===== src/rtl/ooo_itfs_pkg.sv =====
// Shared Tomasulo types: reorder-buffer sizing and the entry record used by the
// ROB, the regfile tag logic and the reservation stations.
package ooo_itfs;

  localparam int unsigned ROB_DEPTH = 8;
  localparam int unsigned TAG_W     = $clog2(ROB_DEPTH);

  typedef logic [TAG_W-1:0] tag_t;

  typedef struct packed {
    logic        valid;
    logic        done;
    logic [4:0]  rd;
    logic [31:0] val;
    logic        mispredict;
    logic [31:0] target;
  } rob_entry_t;

endpackage


===== src/rtl/reorder_buffer.sv =====
// Circular reorder buffer: allocates tags at dispatch, captures CDB results,
// retires in program order into the regfile and flushes on a mispredict.
module reorder_buffer
  import ooo_itfs::*;
#(
  parameter int unsigned DEPTH = ROB_DEPTH,
  localparam int unsigned TW   = $clog2(DEPTH)
) (
  input  logic          clk,
  input  logic          rst,
  input  logic          alloc_valid,
  input  logic [4:0]    alloc_rd,
  output logic          alloc_ready,
  output logic [TW-1:0] alloc_tag,
  input  logic          cdb_valid,
  input  logic [TW-1:0] cdb_tag,
  input  logic [31:0]   cdb_val,
  input  logic          cdb_mispredict,
  input  logic [31:0]   cdb_target,
  input  logic [TW-1:0] rd_tag1,
  input  logic [TW-1:0] rd_tag2,
  output logic          rd_rdy1,
  output logic          rd_rdy2,
  output logic [31:0]   rd_val1,
  output logic [31:0]   rd_val2,
  output logic          commit_load,
  output logic [4:0]    commit_rd,
  output logic [31:0]   commit_val,
  output logic [TW-1:0] commit_tag,
  output logic          flush,
  output logic [31:0]   flush_pc
);

  localparam int unsigned CW = TW + 1;

  rob_entry_t    entries [DEPTH];
  logic [TW-1:0] head;
  logic [TW-1:0] tail;
  logic [CW-1:0] count;

  rob_entry_t head_entry;
  logic       retire;
  logic       do_alloc;
  logic       do_cdb;

  // Retire/flush/allocate decisions, all from registered state plus this cycle's requests.
  always_comb begin
    head_entry  = entries[head];
    retire      = head_entry.valid && head_entry.done;
    flush       = retire && head_entry.mispredict;
    flush_pc    = flush ? head_entry.target : '0;
    commit_load = retire && (head_entry.rd != 5'd0);
    commit_rd   = retire ? head_entry.rd : '0;
    commit_val  = retire ? head_entry.val : '0;
    commit_tag  = head;
    // A retire in this same cycle does not free a slot until the next cycle.
    alloc_ready = (count < CW'(DEPTH)) && !flush;
    alloc_tag   = tail;
    do_alloc    = alloc_valid && alloc_ready;
    do_cdb      = cdb_valid && entries[cdb_tag].valid && !flush;
  end

  // Operand lookup for the decoder; value is forced to zero until the entry is done.
  always_comb begin
    rd_rdy1 = entries[rd_tag1].valid && entries[rd_tag1].done;
    rd_rdy2 = entries[rd_tag2].valid && entries[rd_tag2].done;
    rd_val1 = rd_rdy1 ? entries[rd_tag1].val : '0;
    rd_val2 = rd_rdy2 ? entries[rd_tag2].val : '0;
  end

  // Entry array, pointers and occupancy; a flush wipes everything and drops
  // any allocate or CDB write presented in the same cycle.
  always_ff @(posedge clk or posedge rst) begin
    if (rst) begin
      for (int i = 0; i < DEPTH; i++) entries[i] <= '0;
      head  <= '0;
      tail  <= '0;
      count <= '0;
    end else if (flush) begin
      for (int i = 0; i < DEPTH; i++) begin
        entries[i].valid <= 1'b0;
        entries[i].done  <= 1'b0;
      end
      head  <= '0;
      tail  <= '0;
      count <= '0;
    end else begin
      if (do_cdb) begin
        entries[cdb_tag].done       <= 1'b1;
        entries[cdb_tag].val        <= cdb_val;
        entries[cdb_tag].mispredict <= cdb_mispredict;
        entries[cdb_tag].target     <= cdb_target;
      end
      if (retire) begin
        entries[head].valid <= 1'b0;
        entries[head].done  <= 1'b0;
        head                <= head + TW'(1);
      end
      // Tail never aliases a retiring head: that would need a full buffer, which blocks alloc.
      if (do_alloc) begin
        entries[tail].valid      <= 1'b1;
        entries[tail].done       <= 1'b0;
        entries[tail].rd         <= alloc_rd;
        entries[tail].mispredict <= 1'b0;
        tail                     <= tail + TW'(1);
      end
      unique case ({do_alloc, retire})
        2'b10:   count <= count + CW'(1);
        2'b01:   count <= count - CW'(1);
        default: count <= count;
      endcase
    end
  end

endmodule


===== config.mk =====
export PLATFORM = sky130hd
export DESIGN_NAME = reorder_buffer
export DESIGN_NICKNAME = d
export VERILOG_FILES = /design/src/rtl/ooo_itfs_pkg.sv /design/src/rtl/reorder_buffer.sv
export SDC_FILE = /design/constraint.sdc
export NUM_CORES = 1
export LEC_CHECK = 0
export CAP_MARGIN = 25
export CORE_MARGIN = 4
export CORE_UTILIZATION = 45
export DETAILED_ROUTE_END_ITERATION = 10
export PLACE_DENSITY_LB_ADDON = 0.2
export RECOVER_POWER = 50
export SLEW_MARGIN = 20
export SYNTH_ARGS = -nofsm -noshare
export SYNTH_HDL_FRONTEND = slang
export SYNTH_SLANG_ARGS = --single-unit

===== constraint.sdc =====
create_clock -name clk -period 44.3 [get_ports clk]
set_input_delay 6.645 -clock clk [delete_from_list [all_inputs] [get_ports clk]]
set_output_delay 6.645 -clock clk [all_outputs]
set_load 0.02 [all_outputs]

* Word-level counts from Yosys, hierarchy flattened
Cells that the tools add are included.
** Cells by class
- Add/subtract/negate cells :: 4
- $mul :: 0
- Divide/modulo/power cells :: 0
- Order comparisons :: 9
- Eq/ne operators :: 2
- Shifts and indexed selects :: 0
- Mux-type cells :: 66
- Bitwise operators :: 5
- Reductions and logical operators :: 17
** Operator list (number)
- $bwmux 576 :: 10
- $mux 576 :: 5
- $demux 72 s3 :: 10
- $bmux 72 s3 :: 4
- $mux 72 :: 10
- $mux 71 :: 3
- $mux 32 :: 5
- $mux 70 :: 1
- $mux 33 :: 2
- $mux 65 :: 1
- $ge 4x4->1 const B :: 5
- $not 3->4 :: 5
- $mux 2 :: 8
- $logic_and 1x1->1 :: 12
- $lt 4x1->1 const B :: 3
- $mux 3 :: 4
- $pmux 4 s2 :: 1
- $add 3x1->3 const B :: 2
- $mux 5 :: 1
- $reduce_bool 5->1 :: 1
- $add 4x1->4 const B :: 1
- $lt 4x4->1 const B :: 1
- $mux 4 :: 1
- $reduce_bool 2->1 :: 2
- other kinds (5) :: 5
** Word-level totals
- Register bits :: 586
- Bits in latches :: 0
- Bits in writable memories :: 0
- ROM bits :: 0
- Input port bits :: 83
- Output and inout port bits :: 144
- Memories :: 0

* Longest topological paths before layout
Gate-level depths: netlist (run 1).
- Depth after elaboration :: 21
- Gate-level depth with buffers :: 12
- Mapped depth without buffers :: 10

* Worst setup path before layout (run 1)
OpenSTA, ideal clock, no wires.
- Kind :: input to output
- From :: input port rd_tag2[0]
- To :: output port rd_val2[11]
- Data arrival time :: 8.542 ns
- Required time :: 37.655 ns
- Slack :: 29.113 ns
- Stages on the path :: 6
- Buffers on the path :: 3
- Path through :: buf_1 > clkbuf_1 > buf_1 > mux4_2 > mux2i_1 > nor2_1
** Between the ends
- Longest elaborated chain between the ends :: 6
** Ends and longest elaborated chain
- start, declared :: RTL line reorder_buffer.sv:21 : input logic [TW-1:0] rd_tag2,
- $not 3->4 (not written as such) * :: RTL line reorder_buffer.sv:66, reorder_buffer.sv:68
- $bmux 72 s3 * :: RTL line reorder_buffer.sv:66, reorder_buffer.sv:68
- $mux 72 (not written as such) * (2 in a row) :: RTL line reorder_buffer.sv:68 : rd_val2 = rd_rdy2 ? entries[rd_tag2].val : '0;
- $logic_and 1x1->1 :: RTL line reorder_buffer.sv:66 : rd_rdy2 = entries[rd_tag2].valid && entries[rd_tag2].done;
- $mux 32 * :: RTL line reorder_buffer.sv:68
- end, declared :: RTL line reorder_buffer.sv:25 : output logic [31:0] rd_val2,
Mark *: on every way between the ends. The rest lies on a longest branch, timed or not. The select of a mux whose other input is x is not followed.

==> results of run 1 <==
==> path summary, 6_finish.rpt <==
path / startpoint / to / slack [ns]
setup / recovery: rst / entries[526]$_DFFE_PP0P_ / 24.94
min in group asynchronous: rst / alloc_tag[1]$_DFFE_PP0P_ / 8.58
hold reg to reg: entries[101]$_DFFE_PP0P_ / entries[101]$_DFFE_PP0P_ / 0.49
hold / removal: entries[101]$_DFFE_PP0P_ / entries[101]$_DFFE_PP0P_ / 0.49
max in group clk: rd_tag2[0] / rd_val2[31] / 28.17
setup reg to reg: commit_tag[2]$_DFFE_PP0P_ / count[2]$_DFFE_PP0P_ / 37.28
==> metrics by stage <==
step | area [um^2] | setup WS (ns)
6_report | 34900 | 24.94
5_1_grt | 34900 | 22.11
3_3_place_gp | 32700 | 28.28
2_1_floorplan | 29700 | 21.26
4_1_cts | 34900 | 28.22
3_5_place_dp | 32700 | 28.22
==> flip-flops by register name, indices dropped and copies added (netlist names) <==
register	flops
alloc_tag	3
entries	576
count	4
commit_tag	3
==> kinds of logic (layout without fill, tap and decap cells) <==
family / after synthesis / in the layout / synth area share (%)
mux: 770 / 770 / 34.5
flops: 586 / 586 / 49.4
compound gates: 351 / 351 / 8.07
simple gates: 286 / 286 / 4.78
buf+inv: 189 / 398 / 2.84
xor+xnor: 6 / 6 / 0.177
fa+ha+maj: 4 / 4 / 0.169
other cells: 0 / 5 / 0
==> cell usage in the layout (no fill, tap or decap), types with 4 or more instances in the layout <==
| cell type | instances |
|---|---|
| dfrtp_1 | 586 |
| mux2_2 | 436 |
| clkdlybuf4s50_1 | 217 |
| o22ai_1 | 212 |
| mux4_2 | 134 |
| nor2_1 | 132 |
| mux2_1 | 85 |
| mux2i_1 | 75 |
| clkbuf_16 | 69 |
| mux2_4 | 40 |
| or4_1 | 40 |
| buf_4 | 38 |
| nand2_1 | 34 |
| o22a_1 | 29 |
| o21ai_0 | 27 |
| o221ai_1 | 25 |
| nor4_1 | 24 |
| clkbuf_1 | 20 |
| clkbuf_8 | 17 |
| a21oi_1 | 16 |
| nand3_1 | 13 |
| inv_1 | 9 |
| nor2b_1 | 7 |
| nor3_1 | 7 |
| clkinv_2 | 7 |
| nand2_4 | 6 |
| a221oi_1 | 6 |
| diode_2 | 5 |
| nand2b_1 | 5 |
| o211a_1 | 5 |
| and3_1 | 4 |
| a2bb2oi_1 | 4 |
| xor2_1 | 4 |
| ha_1 | 4 |
| bufinv_16 | 4 |
==> power breakdown <==
part           internal, W  switching (W)
Clock             0.000338       0.000224
Combinational     0.000480       0.000410
Sequential        0.000794       0.000200
==> critical path: stages <==
cell and delay, ns:
dlygate4sd3_1 0.55, clkinvlp_2 3.62, clkbuf_1 2.17, clkbuf_1 5.12
==> layer usage <==
layer | routed length (um) | GRT usage (%) | vias up
met5 | 79 | 0 | -
met4 | 3070 | 9.01 | 12
met3 | 6650 | 5.82 | 237
met2 | 43000 | 41.2 | 856
met1 | 37200 | 33.5 | 11000
li1 | - | - | 8834
==> area by class of cell <==
type                            instances  area [um^2]  area share [%]
Sequential cell                       586        14700            42.1
Tap cell                              855         1070            3.07
Inverter                               13         50.0           0.144
Clock buffer                          100         2010            5.77
Multi-Input combinational cell       1417        14300            41.0
Antenna cell                            5         12.5          0.0359
Timing Repair Buffer                  267         2550            7.31
Clock inverter                         18          231           0.664
==> reports/results.ini, run 1 <==
[clock_tree]
tritoncts = built
cts_root_buf = clkbuf_16
insertion_delay_ns = 0.62
postCtsSetupRepairBufs = 0
cts_buffer_depth = 3
cts.sinks = 586
ctsHoldBuffers = 0
cts_resized = 0
numCtsBuffers = 67
h-tree-depth = 3
cts.clk_slew.worst_paths_ns = 0.06

[global_route]
grt_pass1_wl_um = 137000
grt_max_degree = 193
grt_pass1_vias = 21800
gr-total-overflow = 0
antenna_found_initial = 11
track_usage_pct = 25.3

[timing]
fin_crit_ns = 19.36
relSlewSlack_pct = -468
hold_viol = 0
max_freq_ghz = 0.0516
maxSlewViolCount = 715
worst_slew_pin_slew_ns = 8.52
setup_violations = 0
fin_crit_sh_pct = 43.7
hold_ws_ns = 0.487
rsz0062_at_grt = false
skew_ns = 0.0251
fin_setup_tns_ns = 0

[synthesis]
yosysTopAreaCell = dfrtp_1
synth-main-ff-cell = dfrtp_1
synth_area_per_cell_um2 = 13.5
synthTopCellsByArea = dfrtp_1 49%, mux2_2 17%, mux4_2 10%, o22ai_1 4.5%, mux2_1 3.2%
netlist_instances = 2192
yosysSeqAreaShare_pct = 49.4
synth_edf_count = 0
synth.most_common_cell = dfrtp_1
yosys_warnings = 0
syn_nets = 2279
postSynth.asyncResetShare_pct = 100
synth_cell_types = 55
synth.top_cells.by_count = 586 x dfrtp_1, 436 x mux2_2, 212 x o22ai_1
synth_top_area_share_pct = 49.4
synth_seq_cells = 586
netlist_area_um2 = 29700

[run]
max_cap_violations = 10

[pwr]
pwr_density_cell_nw_per_um2 = 70.1
ir_drop_uv = 36.8
p_total_w = 0.00245
leakagePower_nw = 14.8

[setup_path]
cp_max_fo = 148
arrival_ns = 18.30
rr_worst_depth = 12
endpoint_kind = async pin
required_ns = 43.24
start_kind = input pin
worstSetupPathType = in -> async

[place]
gp_congestion = 0.840
dp_hpwl_um = 50700
port_buffers = 226
dp_cells = 3136

[outcome]
violations = max-capacitance violations, max-slew violations
status = complete, but fails checks

[floorplan]
die_h_um = 265
core-area_um2 = 64800
io_pins = 227
start_util_pct = 45.8
placement_rows = 93
die_width_um = 265
die-area_um2 = 70100

[cells_and_area]
fin_util_pct = 53.8
final_nets = 2439
fillCellCount = 5352
syn2layout_area_growth_pct = 17.6
fin_cells = 3261
drive_gt1_share_pct = 32.4

[routing]
first_iter_violations = 1628
drt_pre_antenna_iters = 5
routed_wl_um = 90000
drc = 0
wire_per_inst_um = 27.6
vias = 20900
via_per_inst = 6.41
final_antenna_net_count = 0

[hold_path]
hp-class = reg -> reg
holdPathStages = 1

Power figures use the tool's default switching activity.
==> run 2, diff against run 1 <==
==> constraint.sdc (replaced) <==
create_clock -name clk -period 17 [get_ports clk]
set_input_delay 2.55 -clock clk [delete_from_list [all_inputs] [get_ports clk]]
set_output_delay 2.55 -clock clk [all_outputs]
set_load 0.02 [all_outputs]
==> reports/results.ini, run 2 (synthesis gave the netlist of run 1 again) <==
[pwr]
combPwrFrac_pct = 36.7
switching_share_pct = 34.1
p_seq_share_pct = 40.4
ir_drop_uv = 110
clockPowerShare_pct = 23.0
leakagePower_nw = 14.7
pwr_density_cell_nw_per_um2 = 183
p_sw_w = 0.00217
p_int_w = 0.00420

[cells_and_area]
final_nets = 2440
largest_register_ffs = 576
final_common_cell = dfrtp_1
syn2layout_area_growth_pct = 17.3
drive_gt1_share_pct = 31.6
finalInstanceArea_um2 = 34800
reg.largest.list = entries x576, count x4
final_cell_mix = 586 x dfrtp_1, 435 x mux2_2, 214 x clkdlybuf4s50_1, 212 x o22ai_1, 134 x mux4_2
largest-register = entries

[clock_tree]
cts.clk_slew.worst_paths_ns = 0.06
ctsHoldBuffers = 0
numCtsBuffers = 67
insertion_delay_ns = 0.61
cts_buffer_depth = 3
tritoncts = built
h-tree-depth = 3
postCtsSetupRepairBufs = 0
cts.sinks = 586
cts_root_buf = clkbuf_16
cts_resized = 0

[routing]
routed_wl_um = 90400
drc = 0
drt_pre_antenna_iters = 5
via_per_inst = 6.40
final_antenna_net_count = 0
wire_per_inst_um = 27.7
first_iter_violations = 1599
vias = 20900

[floorplan]
placement_rows = 93
core-area_um2 = 64800
die_width_um = 265
io_pins = 227
die_h_um = 265
start_util_pct = 45.8
die-area_um2 = 70100

[setup_path]
r2r_start = commit_tag[0]$_DFFE_PP0P_
worstSetupPathType = reg -> out
rr_worst_depth = 7
r2r-end = entries[159]$_DFFE_PP0P_
start_kind = flip-flop
required_ns = 14.45
cp_max_fo = 40
arrival_ns = 7.80
endpoint_kind = primary output
rrSetupSlack_ns = 7.86

[global_route]
grt_pass1_vias = 22100
antenna_found_initial = 12
grt_pass1_wl_um = 137000
gr-total-overflow = 0
grt_max_degree = 174
track_usage_pct = 25.3

[timing]
hold_viol = 0
worst_slew_pin_slew_ns = 4.69
fin_crit_ns = 10.35
setup_violations = 0
maxSlewViolCount = 549
relSlewSlack_pct = -213
rsz0062_at_grt = false
fin_setup_tns_ns = 0
max_freq_ghz = 0.0966
skew_ns = 0.0197
fin_crit_sh_pct = 60.9

[outcome]
status = complete, but fails checks
violations = max-capacitance violations, max-slew violations

[hold_path]
hold_start = entries[228]$_DFFE_PP0P_
min_to = entries[228]$_DFFE_PP0P_
holdPathStages = 1
hp-class = reg -> reg

[place]
postPlaceCellArea_um2 = 32700
gp_congestion = 0.866
port_buffers = 226
dp_hpwl_um = 51700

[run]
max_cap_violations = 16

==> run 2: cell count changes in the layout (fill, tap and decap cells not counted), moves of 2 or more <==
cell             previous run  this run
clkdlybuf4s50_1           217       214
clkbuf_8                   17        10
dlygate4sd3_1               3         6
clkinv_4                    2         0
bufinv_16                   4         6
nor3_4                      3         1
nor3_1                      7         9
diode_2                     5         9
buf_4                      38        30
buf_12                      0         2
clkbuf_1                   20        34
==> run 2: how the worst max path moves through the flow <==
stage	from	end	slack (ns)	depth (start not counted)
after floorplan	rst	alloc_tag[0]$_DFFE_PP0P_	6.46	1
after global placement	rd_tag2[1]	rd_val2[27]	8.74	8
after detailed placement	rd_tag2[1]	rd_val2[18]	8.68	8
after CTS	rd_tag2[1]	rd_val2[21]	8.68	8
after global routing	commit_tag[0]$_DFFE_PP0P_	commit_val[28]	6.33	6
final	commit_tag[0]$_DFFE_PP0P_	commit_val[28]	6.65	6
==> run 2: routing by layer <==
metal  vias up  GRT usage [%]  wire length, um
met2       863           41.4            42900
met1     10900           33.1            36900
met3       250           5.91             6830
met4         8           9.74             3640
li1       8829              -                -
met5         -              0               50
==> run 2: stage by stage <==
| step | std cells | hold slack [ns] | power [W] | util [%] | setup slack (ns) |
|---|---|---|---|---|---|
| after global placement | 3138 | 0.467 | 0.00481 | 50.4 | 8.74 |
| final | 3266 | 0.488 | 0.00637 | 53.7 | 6.65 |
| after CTS | 3256 | 0.488 | 0.00640 | 53.9 | 8.68 |
| after global routing | 3262 | 0.491 | 0.00671 | 53.6 | 6.33 |
| after detailed placement | 3138 | 0.475 | 0.00492 | 50.4 | 8.68 |
| after floorplan | 2192 | 0.451 | 0.00411 | - | 6.46 |
==> run 2: power by group through the flow <==
stage | Sequential, W | Clock (W) | Combinational, W
after floorplan | 0.00243 | 0 | 0.00168
final | 0.00257 | 0.00146 | 0.00234
after global placement | 0.00253 | 0 | 0.00228
after CTS | 0.00256 | 0.00149 | 0.00235
after global routing | 0.00266 | 0.00155 | 0.00250
after detailed placement | 0.00258 | 0 | 0.00234
==> run 2: final cells by class <==
type / count / area, um^2
clock inverters: 19 / 279
repair buffers: 268 / 2530
flip-flops and latches: 586 / 14700
multi-input cells: 1417 / 14200
diodes: 9 / 22.5
clock buffers: 99 / 1940
inverters: 13 / 50.0
fillers: 5310 / 30000
well taps: 855 / 1070
==> run 2: worst max-delay path, stage by stage (launching register included) <==
cell	delay [ns]
dfrtp_1	0.32
clkbuf_1	1.26
o311ai_0	0.63
o22ai_1	1.60
clkbuf_1	2.16
nor2_1	0.50
clkdlybuf4s50_1	0.71
